[config.mk]
export PLATFORM = sky130hd
export DESIGN_NAME = pc_sequencer
export DESIGN_NICKNAME = d
export VERILOG_FILES = /design/src/rtl/pc_seq_pkg.sv /design/src/rtl/ras_stack.sv /design/src/rtl/pc_sequencer.sv
export SDC_FILE = /design/constraint.sdc
export NUM_CORES = 1
export LEC_CHECK = 0
export ABC_CLOCK_PERIOD_IN_PS = 6400
export BUFFER_PORTS_ARGS = -buffer_cell sky130_fd_sc_hd__buf_4
export CAP_MARGIN = 20
export CELL_PAD_IN_SITES_DETAIL_PLACEMENT = 1
export CELL_PAD_IN_SITES_GLOBAL_PLACEMENT = 2
export CORE_MARGIN = 1
export CORE_UTILIZATION = 27
export DETAILED_ROUTE_END_ITERATION = 16
export GPL_TIMING_DRIVEN = 0
export PLACE_DENSITY_LB_ADDON = 0.05
export SLEW_MARGIN = 40
export SYNTH_ARGS = -nofsm -noshare
export SYNTH_HDL_FRONTEND = slang
export SYNTH_HIERARCHICAL = 1
export SYNTH_SLANG_ARGS = --single-unit
[constraint.sdc]
create_clock -name Clk -period 6.4 [get_ports Clk]
set_input_delay 1.28 -clock Clk [delete_from_list [all_inputs] [get_ports Clk]]
set_output_delay 1.28 -clock Clk [all_outputs]
set_load 0.005 [all_outputs]
[src/rtl/pc_seq_pkg.sv]
// Shared definitions for the PC sequencer: next-PC source encoding and stack sizing helper.
package pc_seq_pkg;

  typedef enum logic [1:0] {
    PC_INC  = 2'b00,
    PC_BUS  = 2'b01,
    PC_ADDR = 2'b10,
    PC_RET  = 2'b11
  } pc_sel_e;

  function automatic int ras_count_width(input int depth);
    return $clog2(depth) + 1;
  endfunction

endpackage

[src/rtl/ras_stack.sv]
// Circular return-address stack; push/pop/replace take effect on the next Clk edge.
// Pushing while full overwrites the oldest entry; popping while empty is a no-op.
module ras_stack
  import pc_seq_pkg::*;
#(
  parameter int WIDTH = 16,
  parameter int DEPTH = 4
) (
  input  logic                              Clk,
  input  logic                              Reset,
  input  logic                              i_push,
  input  logic                              i_pop,
  input  logic [WIDTH-1:0]                  i_wdata,
  output logic [WIDTH-1:0]                  o_top,
  output logic [ras_count_width(DEPTH)-1:0] o_count,
  output logic                              o_full,
  output logic                              o_empty
);

  localparam int PW = $clog2(DEPTH);
  localparam int CW = ras_count_width(DEPTH);

  logic [WIDTH-1:0] r_mem [DEPTH];
  logic [PW-1:0]    r_ptr;
  logic [CW-1:0]    r_count;
  logic [PW-1:0]    w_ptr_inc;
  logic             w_replace;
  logic             w_do_push;
  logic             w_do_pop;

  assign w_ptr_inc = r_ptr + 1'b1;
  assign o_empty   = (r_count == '0);
  assign o_full    = (r_count == CW'(DEPTH));
  assign o_count   = r_count;
  assign o_top     = r_mem[r_ptr];

  // Push+pop on a non-empty stack rewrites the top in place; on an empty stack it is a plain push.
  assign w_replace = i_push & i_pop & ~o_empty;
  assign w_do_push = i_push & ~w_replace;
  assign w_do_pop  = i_pop & ~i_push & ~o_empty;

  always_ff @(posedge Clk or posedge Reset) begin
    if (Reset) begin
      r_ptr   <= '0;
      r_count <= '0;
    end else if (w_do_push) begin
      r_ptr <= w_ptr_inc;
      if (!o_full) r_count <= r_count + 1'b1;
    end else if (w_do_pop) begin
      r_ptr   <= r_ptr - 1'b1;
      r_count <= r_count - 1'b1;
    end
  end

  // Entry contents are don't-care while the count is zero, so storage carries no reset.
  always_ff @(posedge Clk) begin
    if (w_do_push) r_mem[w_ptr_inc] <= i_wdata;
    else if (w_replace) r_mem[r_ptr] <= i_wdata;
  end

endmodule

[src/rtl/pc_sequencer.sv]
// Program counter with next-PC source select, call/return stack and sticky stack error flags.
// All loads appear one Clk after the edge; Next_PC and stack status are combinational.
module pc_sequencer
  import pc_seq_pkg::*;
#(
  parameter int               WIDTH     = 16,
  parameter int               RAS_DEPTH = 4,
  parameter logic [WIDTH-1:0] RESET_PC  = '0
) (
  input  logic                                  Clk,
  input  logic                                  Reset,
  input  logic                                  LD_PC,
  input  logic [1:0]                            PC_Sel,
  input  logic [WIDTH-1:0]                      Bus_In,
  input  logic [WIDTH-1:0]                      Addr_In,
  input  logic                                  Push,
  input  logic                                  Clear_Flags,
  output logic [WIDTH-1:0]                      PC,
  output logic [WIDTH-1:0]                      Next_PC,
  output logic [ras_count_width(RAS_DEPTH)-1:0] RAS_Count,
  output logic                                  RAS_Empty,
  output logic                                  RAS_Full,
  output logic                                  RAS_Overflow,
  output logic                                  RAS_Underflow
);

  pc_sel_e          w_sel;
  logic [WIDTH-1:0] r_pc;
  logic [WIDTH-1:0] w_next_pc;
  logic [WIDTH-1:0] w_pc_d;
  logic [WIDTH-1:0] w_top;
  logic             w_push;
  logic             w_pop;
  logic             w_ovf_set;
  logic             w_udf_set;
  logic             r_ovf;
  logic             r_udf;

  assign w_sel     = pc_sel_e'(PC_Sel);
  assign w_next_pc = r_pc + 1'b1;
  assign w_push    = LD_PC & Push;
  assign w_pop     = LD_PC & (w_sel == PC_RET);
  assign w_ovf_set = w_push & ~w_pop & RAS_Full;
  assign w_udf_set = w_pop & RAS_Empty;

  always_comb begin
    w_pc_d = w_next_pc;
    case (w_sel)
      PC_INC:  w_pc_d = w_next_pc;
      PC_BUS:  w_pc_d = Bus_In;
      PC_ADDR: w_pc_d = Addr_In;
      PC_RET:  w_pc_d = RAS_Empty ? w_next_pc : w_top;
      default: w_pc_d = w_next_pc;
    endcase
  end

  always_ff @(posedge Clk or posedge Reset) begin
    if (Reset) begin
      r_pc  <= RESET_PC;
      r_ovf <= 1'b0;
      r_udf <= 1'b0;
    end else if (LD_PC) begin
      r_pc  <= w_pc_d;
      // A flag-setting event wins over a clear in the same cycle.
      r_ovf <= (r_ovf & ~Clear_Flags) | w_ovf_set;
      r_udf <= (r_udf & ~Clear_Flags) | w_udf_set;
    end
  end

  ras_stack #(
    .WIDTH(WIDTH),
    .DEPTH(RAS_DEPTH)
  ) u_ras (
    .Clk    (Clk),
    .Reset  (Reset),
    .i_push (w_push),
    .i_pop  (w_pop),
    .i_wdata(w_next_pc),
    .o_top  (w_top),
    .o_count(RAS_Count),
    .o_full (RAS_Full),
    .o_empty(RAS_Empty)
  );

  assign PC            = r_pc;
  assign Next_PC       = w_next_pc;
  assign RAS_Overflow  = r_ovf;
  assign RAS_Underflow = r_udf;

endmodule

### After elaboration in Yosys (flattened, before gate mapping)

Memories as Yosys holds them, arrays and structs flattened.
Index checks and enable logic that the tools add are counted.

* output and inout port bits: 39
* logic and storage cells: 55
* memory bits (writable): 64
* memories: 1
* input bits: 39
* register bits after elaboration: 23

* reduce and logical (&&, ||, !) cells: 5
* add/sub/neg operators: 5
* bitwise operators: 19
* mux-type cells: 15
* equality and inequality tests: 5

Memory list
* u_ras.r_mem: depth 4, width 16, rd ports 1, clocked after Yosys merged registers in 0, write ports 1, RTL line ras_stack.sv:23 `logic [WIDTH-1:0] r_mem [DEPTH];`

Operator list (count)
* 16-bit one-hot mux with 4 select lines: 1
* 16-bit two-way mux: 2
* 16-bit by 1-bit adder with 16-bit output (second input constant): 1
* 16-bit OR reduction: 1
* 1-bit bitwise AND: 12
* 3-bit two-way mux: 3
* 1-bit two-way mux: 6
* 2-bit two-way mux: 3
* 1-bit NOT: 5
* 2-bit equality test (second input constant): 2
* 3-bit by 1-bit adder with 3-bit output (second input constant): 1
* 3-bit equality test (second input constant): 1
* 3-bit logical NOT: 1
* 3-bit by 1-bit subtractor with 3-bit output (second input constant): 1
* 2-bit by 1-bit adder with 2-bit output (second input constant): 1
* 2-bit by 1-bit equality test with 1-bit output (second input constant): 1
* 2-bit logical NOT: 1
* 2-bit inequality test (second input constant): 1
* 1-bit OR: 2
* 2-bit AND reduction: 1
* 2-bit nonzero test: 1
* 2-bit by 1-bit subtractor with 2-bit output (second input constant): 1

### Depth between registers and ports, before layout

* word-level depth: 10
* mapped depth: 12
* mapped depth without buffers: 8

### Modules after synthesis

Netlist, hierarchy kept.

By module, submodules not included
* ras_stack: cells each 136, sequential area each 2047.0 sq um, area each 2762.6 sq um, instances 1
* pc_sequencer: cells each 222, sequential area each 450.4 sq um, area each 1779.2 sq um, instances 1

### Least setup slack after synthesis

Ideal clock, no wire load.

* kind: in2reg
* start: input port PC_Sel[1]
* end: memory u_ras.r_mem[2][0] (enable)
* stages on the path: 9
* data arrival time: 3859 ps
* setup slack: 2127 ps
* path through: buf_2 buf_4 buf_2 nand2_1 nor2_1 buf_2 o31ai_4 or3b_1 a21boi_0

* cells in the longest elaborated chain, start to end: 10
* elaborated cells between the ends (all ways): 14
* those cells by class: eq/ne: 1; mux: 7; bitwise: 5; reduce/logical: 1

Ends and longest elaborated chain
* start: declaration: RTL line pc_sequencer.sv:13 `input logic [1:0] PC_Sel,`
* 2-bit equality test *: RTL line pc_sequencer.sv:42 `assign w_pop = LD_PC & (w_sel == PC_RET);`
* 1-bit bitwise AND *: RTL line pc_sequencer.sv:42
* net w_pop: RTL line pc_sequencer.sv:33 `logic w_pop;`
* 1-bit bitwise AND * (2 in series): RTL line ras_stack.sv:38 `assign w_replace = i_push & i_pop & ~o_empty;`
* 1-bit NOT: RTL line ras_stack.sv:39 `assign w_do_push = i_push & ~w_replace;`
* 1-bit bitwise AND: RTL line ras_stack.sv:39
* 1-bit two-way mux: RTL line ras_stack.sv:57 `if (w_do_push) r_mem[w_ptr_inc] <= i_wdata;`
* 1-bit two-way mux (implied by the code): RTL line ras_stack.sv:58 `else if (w_replace) r_mem[r_ptr] <= i_wdata;`
* 16-bit OR reduction (no source line)
* 2-bit two-way mux (no source line) or 1-bit two-way mux (tied branches)
* end: declaration: RTL line ras_stack.sv:23

Mark *: on every way through the listed nets, which the timed path passes. The rest lies on a longest branch.

### Worst setup path in the final report

* start: register r_pc[0], in the netlist PC[0]
* end: output port Next_PC[14]

* cells in the longest elaborated chain, start to end: 1

Ends and longest elaborated chain
* start: declaration: RTL line pc_sequencer.sv:28 `logic [WIDTH-1:0] r_pc;`
* start signal: assignment: RTL line pc_sequencer.sv:63 `r_pc <= w_pc_d;`
* 16-bit by 1-bit adder with 16-bit output: RTL line pc_sequencer.sv:40 `assign w_next_pc = r_pc + 1'b1;`
* end: declaration: RTL line pc_sequencer.sv:19 `output logic [WIDTH-1:0] Next_PC,`

No other way between the ends.

==> summary.md <==
| Metric | Value |
|---|---|
| Syn Inst Count | about 360 |
| Clock-pin transition on the worst setup and hold timing paths | around 70 ps |
| Clk_lat worst skew | between 300 and 400 ps |
| Hold buffers post-CTS | 0 |
| Core ar. | ~17000 um2 |
| Internal Power | 1.55 mW |
| Period utilisation layout | between 50% and 60% |
| Post-CTS Resized | 0 |
| First-pass GRT wire length | roughly 23000 um |
| Final Critical Period | about 3800 ps |
| Synthesized flop and latch total | just under 90 |
| Post-layout util | 35.1% |
| Top-area cell type share of the netlist area | roughly 42% |
| Die ar. | approximately 17000 um2 |
| Ys async rst share | 26.4% |
| Main area contributors after synthesis | edfxtp_1 42%, dfrtp_1 13%, mux4_2 7.9%, xnor2_1 2.7%, o21ai_0 1.9% |
| Antenna-violating nets left | 0 |
| Gpl congestion | 0.742 |
| Setup WS post-layout | 2610 ps |
| Syn nets | 400 |
| Clock power share | 26.8% |
| Status | finished, final reports clean |
| CTS Buf Count | 9 |
| Total routed wirelength | about 15000 um |
| Post-Synth XOR/XNOR Area | about 3.8% |
| Synth Area in Compound Gates | roughly 16% |
| Initial antenna violation count | 0 |
| Fin cells | 673 |
| Sequential area share after synthesis | approximately 55% |
| Final setup fails | 0 |
| Total GRT Usage | 18.4% |
| Largest area contributor in the netlist | edfxtp_1 |
| Leading cell type by number of instances after synthesis | edfxtp_1 |
| Top post-synthesis cells by count | 64 x edfxtp_1, 23 x dfrtp_1, 21 x inv_1, 20 x nor2_1, 17 x o21ai_0 |
| Comb power frac | between 30% and 40% |
| Fmax | ~260 MHz |
| Sequential power share | between 30% and 40% |
| Number of global-route vias before repair | approximately 3600 |
| Slew Limit Fails | 0 |
| Worst Path Max Fanout | 8 |
| Ys flop type | edfxtp_1 |
| CP Cell Sequence | ha_1 > nand4_1 > nor4_2 > xor2_1 > buf_4 |
| Switching pwr | roughly 0.83 mW |
| Clock Skew | 11.1 ps |
| Placed cells | ~660 |
| Net Sw Frac | approximately a third |
| Max cap viols | 0 |
| Slew Limit Headroom | between 50% and 60% |
| Yosys cell types | ~70 |
| Hold WC Path Type | register to register |
| Multiplexer share of the synthesized area | 8.37% |
| RSZ-0062 raised after global routing | no |
| LEAKAGE | roughly 2.2 nW |
| DP Worst Slack | about 2300 ps |
| Largest family of logic cells by synthesized area | compound AO/OA/AOI/OAI gates |
| Clock Path Buffers | 2 |
| CP Data Required Time | 5120 ps |
| Layout cells sized above 1 | between 30% and 40% |
| Crit Path Class | register to output port |
| Drt via density | around 4.9 |
| TritonCTS clock tree | built |
| Detailed placement HPWL | approximately 11000 um |
| Fin Setup TNS | 0 ps |
| Synth Warn # | 6 |
| Row count | between 40 and 50 |
| DRC viols | 0 |
| Finished layout cell area | 5800 um2 |
| Worst Tran Pin Value | about 700 ps |
| H-Tree Depth | 3 |
| DR pass1 iterations | 4 |
| Initial core utilization | a little over a quarter |
| Post-Synth Simple-Gate Area | a little over a tenth |
| Number of top-level pins | approximately 80 |
| Syn-to-layout area delta | 27.8% |
| Number of synthesized flops with an enable pin | 64 |
| PwrDens | slightly above 400 nW/um2 |
| Total number of vias | 3302 |
| Die width | 132 um |
| Setup Buffers After CTS | 0 |
| Hold Violations, Final | 0 |
| Root Driver | clkbuf_16 |
| CP max stage delay | ~590 ps |
| Wire length per cell | between 20 and 25 um |
| Largest net degree at the start of global routing | 19 |
| Netlist Area Pre-Place | roughly 4500 um2 |
| Critical Path Slowest Stage Cell | xor2_1 |
| Sink Count | between 80 and 90 |
| CP Capture Type | output port |
| Crit path DAT | about 2500 ps |
| Fin nets | 490 |
| Chip height | around 130 um |
| Grt ovf | 0 |
| Number of port buffers | just under 80 |
| Mean post-synth cell area | approximately 13 um2 |
| Startpoint Class | register |
| Diodes inserted | 0 |
| Initial DRC Count | ~170 |
| Cell area after placement | around 5500 um2 |
| Max VDD drop | ~0.21 mV |
| Adder-cell share of the synthesized area | less than 1% |
-- layout by cell type, fill, tap and decap left out, types with 5 or more instances in the layout --
master | netlist | final
mux4_2 | 16 | 16
buf_2 | 10 | 10
a21oi_1 | 10 | 10
a22oi_1 | 11 | 11
o21ai_0 | 17 | 16
buf_4 | 5 | 82
xnor2_1 | 14 | 14
inv_1 | 21 | 20
nand3_1 | 11 | 11
clkbuf_16 | 0 | 9
nor2_1 | 20 | 19
nand2_1 | 15 | 15
dfrtp_1 | 23 | 23
a22o_1 | 9 | 9
o22ai_1 | 7 | 7
clkbuf_1 | 8 | 8
edfxtp_1 | 64 | 64
nor3_1 | 5 | 5
-- critical path, delay by kind of cell, from the launching register on --
kind | cells | cell delay, ps
xor gates and xnor gates | 1 | 590
DFF | 1 | 550
and+or+nand+nor | 2 | 450
adders and majority gates | 1 | 330
buffers and inverters | 1 | 220
-- registers in the layout, indices dropped and copies added (netlist names) --
| signal | count |
|---|---|
| u_ras/r_mem | 64 |
| RAS_Overflow | 1 |
| u_ras/r_ptr | 2 |
| u_ras/o_count | 3 |
| RAS_Underflow | 1 |
| PC | 16 |
-- cells by family after synthesis --
family / count (synthesis)
compound gates: 99
xor+xnor: 19
fa+ha+maj: 3
buf+inv: 47
flops: 87
mux: 18
simple gates: 85
-- layout make-up --
class	count	area, um2
plain buffers	26	136
multi-input cells	224	1860
well taps	220	275
fillers	1768	10700
clock buffers	9	225
flip-flops and latches	87	2500
clock inverters	7	126
inverters	21	78.8
repair buffers	79	608
-- path summary, 6_finish.rpt --
kind / startpoint / to / slack [ps] / cells after the start
worst max register to register: u_ras/o_count[0] / u_ras/o_count[2] / 4020 / 7
worst min-delay path: RAS_Underflow / RAS_Underflow / 490 / 2
min in group asynchronous: Reset / u_ras/o_count[0] / 850 / 2
worst min register to register: RAS_Underflow / RAS_Underflow / 490 / 2
worst max-delay path: PC[0] / Next_PC[14] / 2610 / 5
max in group asynchronous: Reset / PC[8] / 5120 / 2
-- routing by layer --
| metal | up-vias | track usage [%] | routed length (um) |
|---|---|---|---|
| li1 | 1566 | - | - |
| met1 | 1672 | 25.8 | 7280 |
| met2 | 55 | 29.6 | 7290 |
| met3 | 9 | 3.24 | 501 |
| met4 | 0 | 4.46 | 144 |
| met5 | - | 0 | 0 |
-- through the flow --
step	hold WS (ps)	total power, mW
finish	494	2.37
global route	539	2.51
CTS	505	2.41
detailed placement	489	1.76
global placement	487	1.74
floorplan	470	1.37
-- power by group through the flow --
stage                     sequential (mW)  combinational [mW]  clock (mW)
after global placement              0.845               0.896           0
after global routing                0.850               0.986       0.670
after CTS                           0.836               0.916       0.653
after floorplan                     0.828               0.538           0
final                               0.834               0.905       0.635
after detailed placement            0.848               0.912           0
Power figures use the tool's default switching activity.
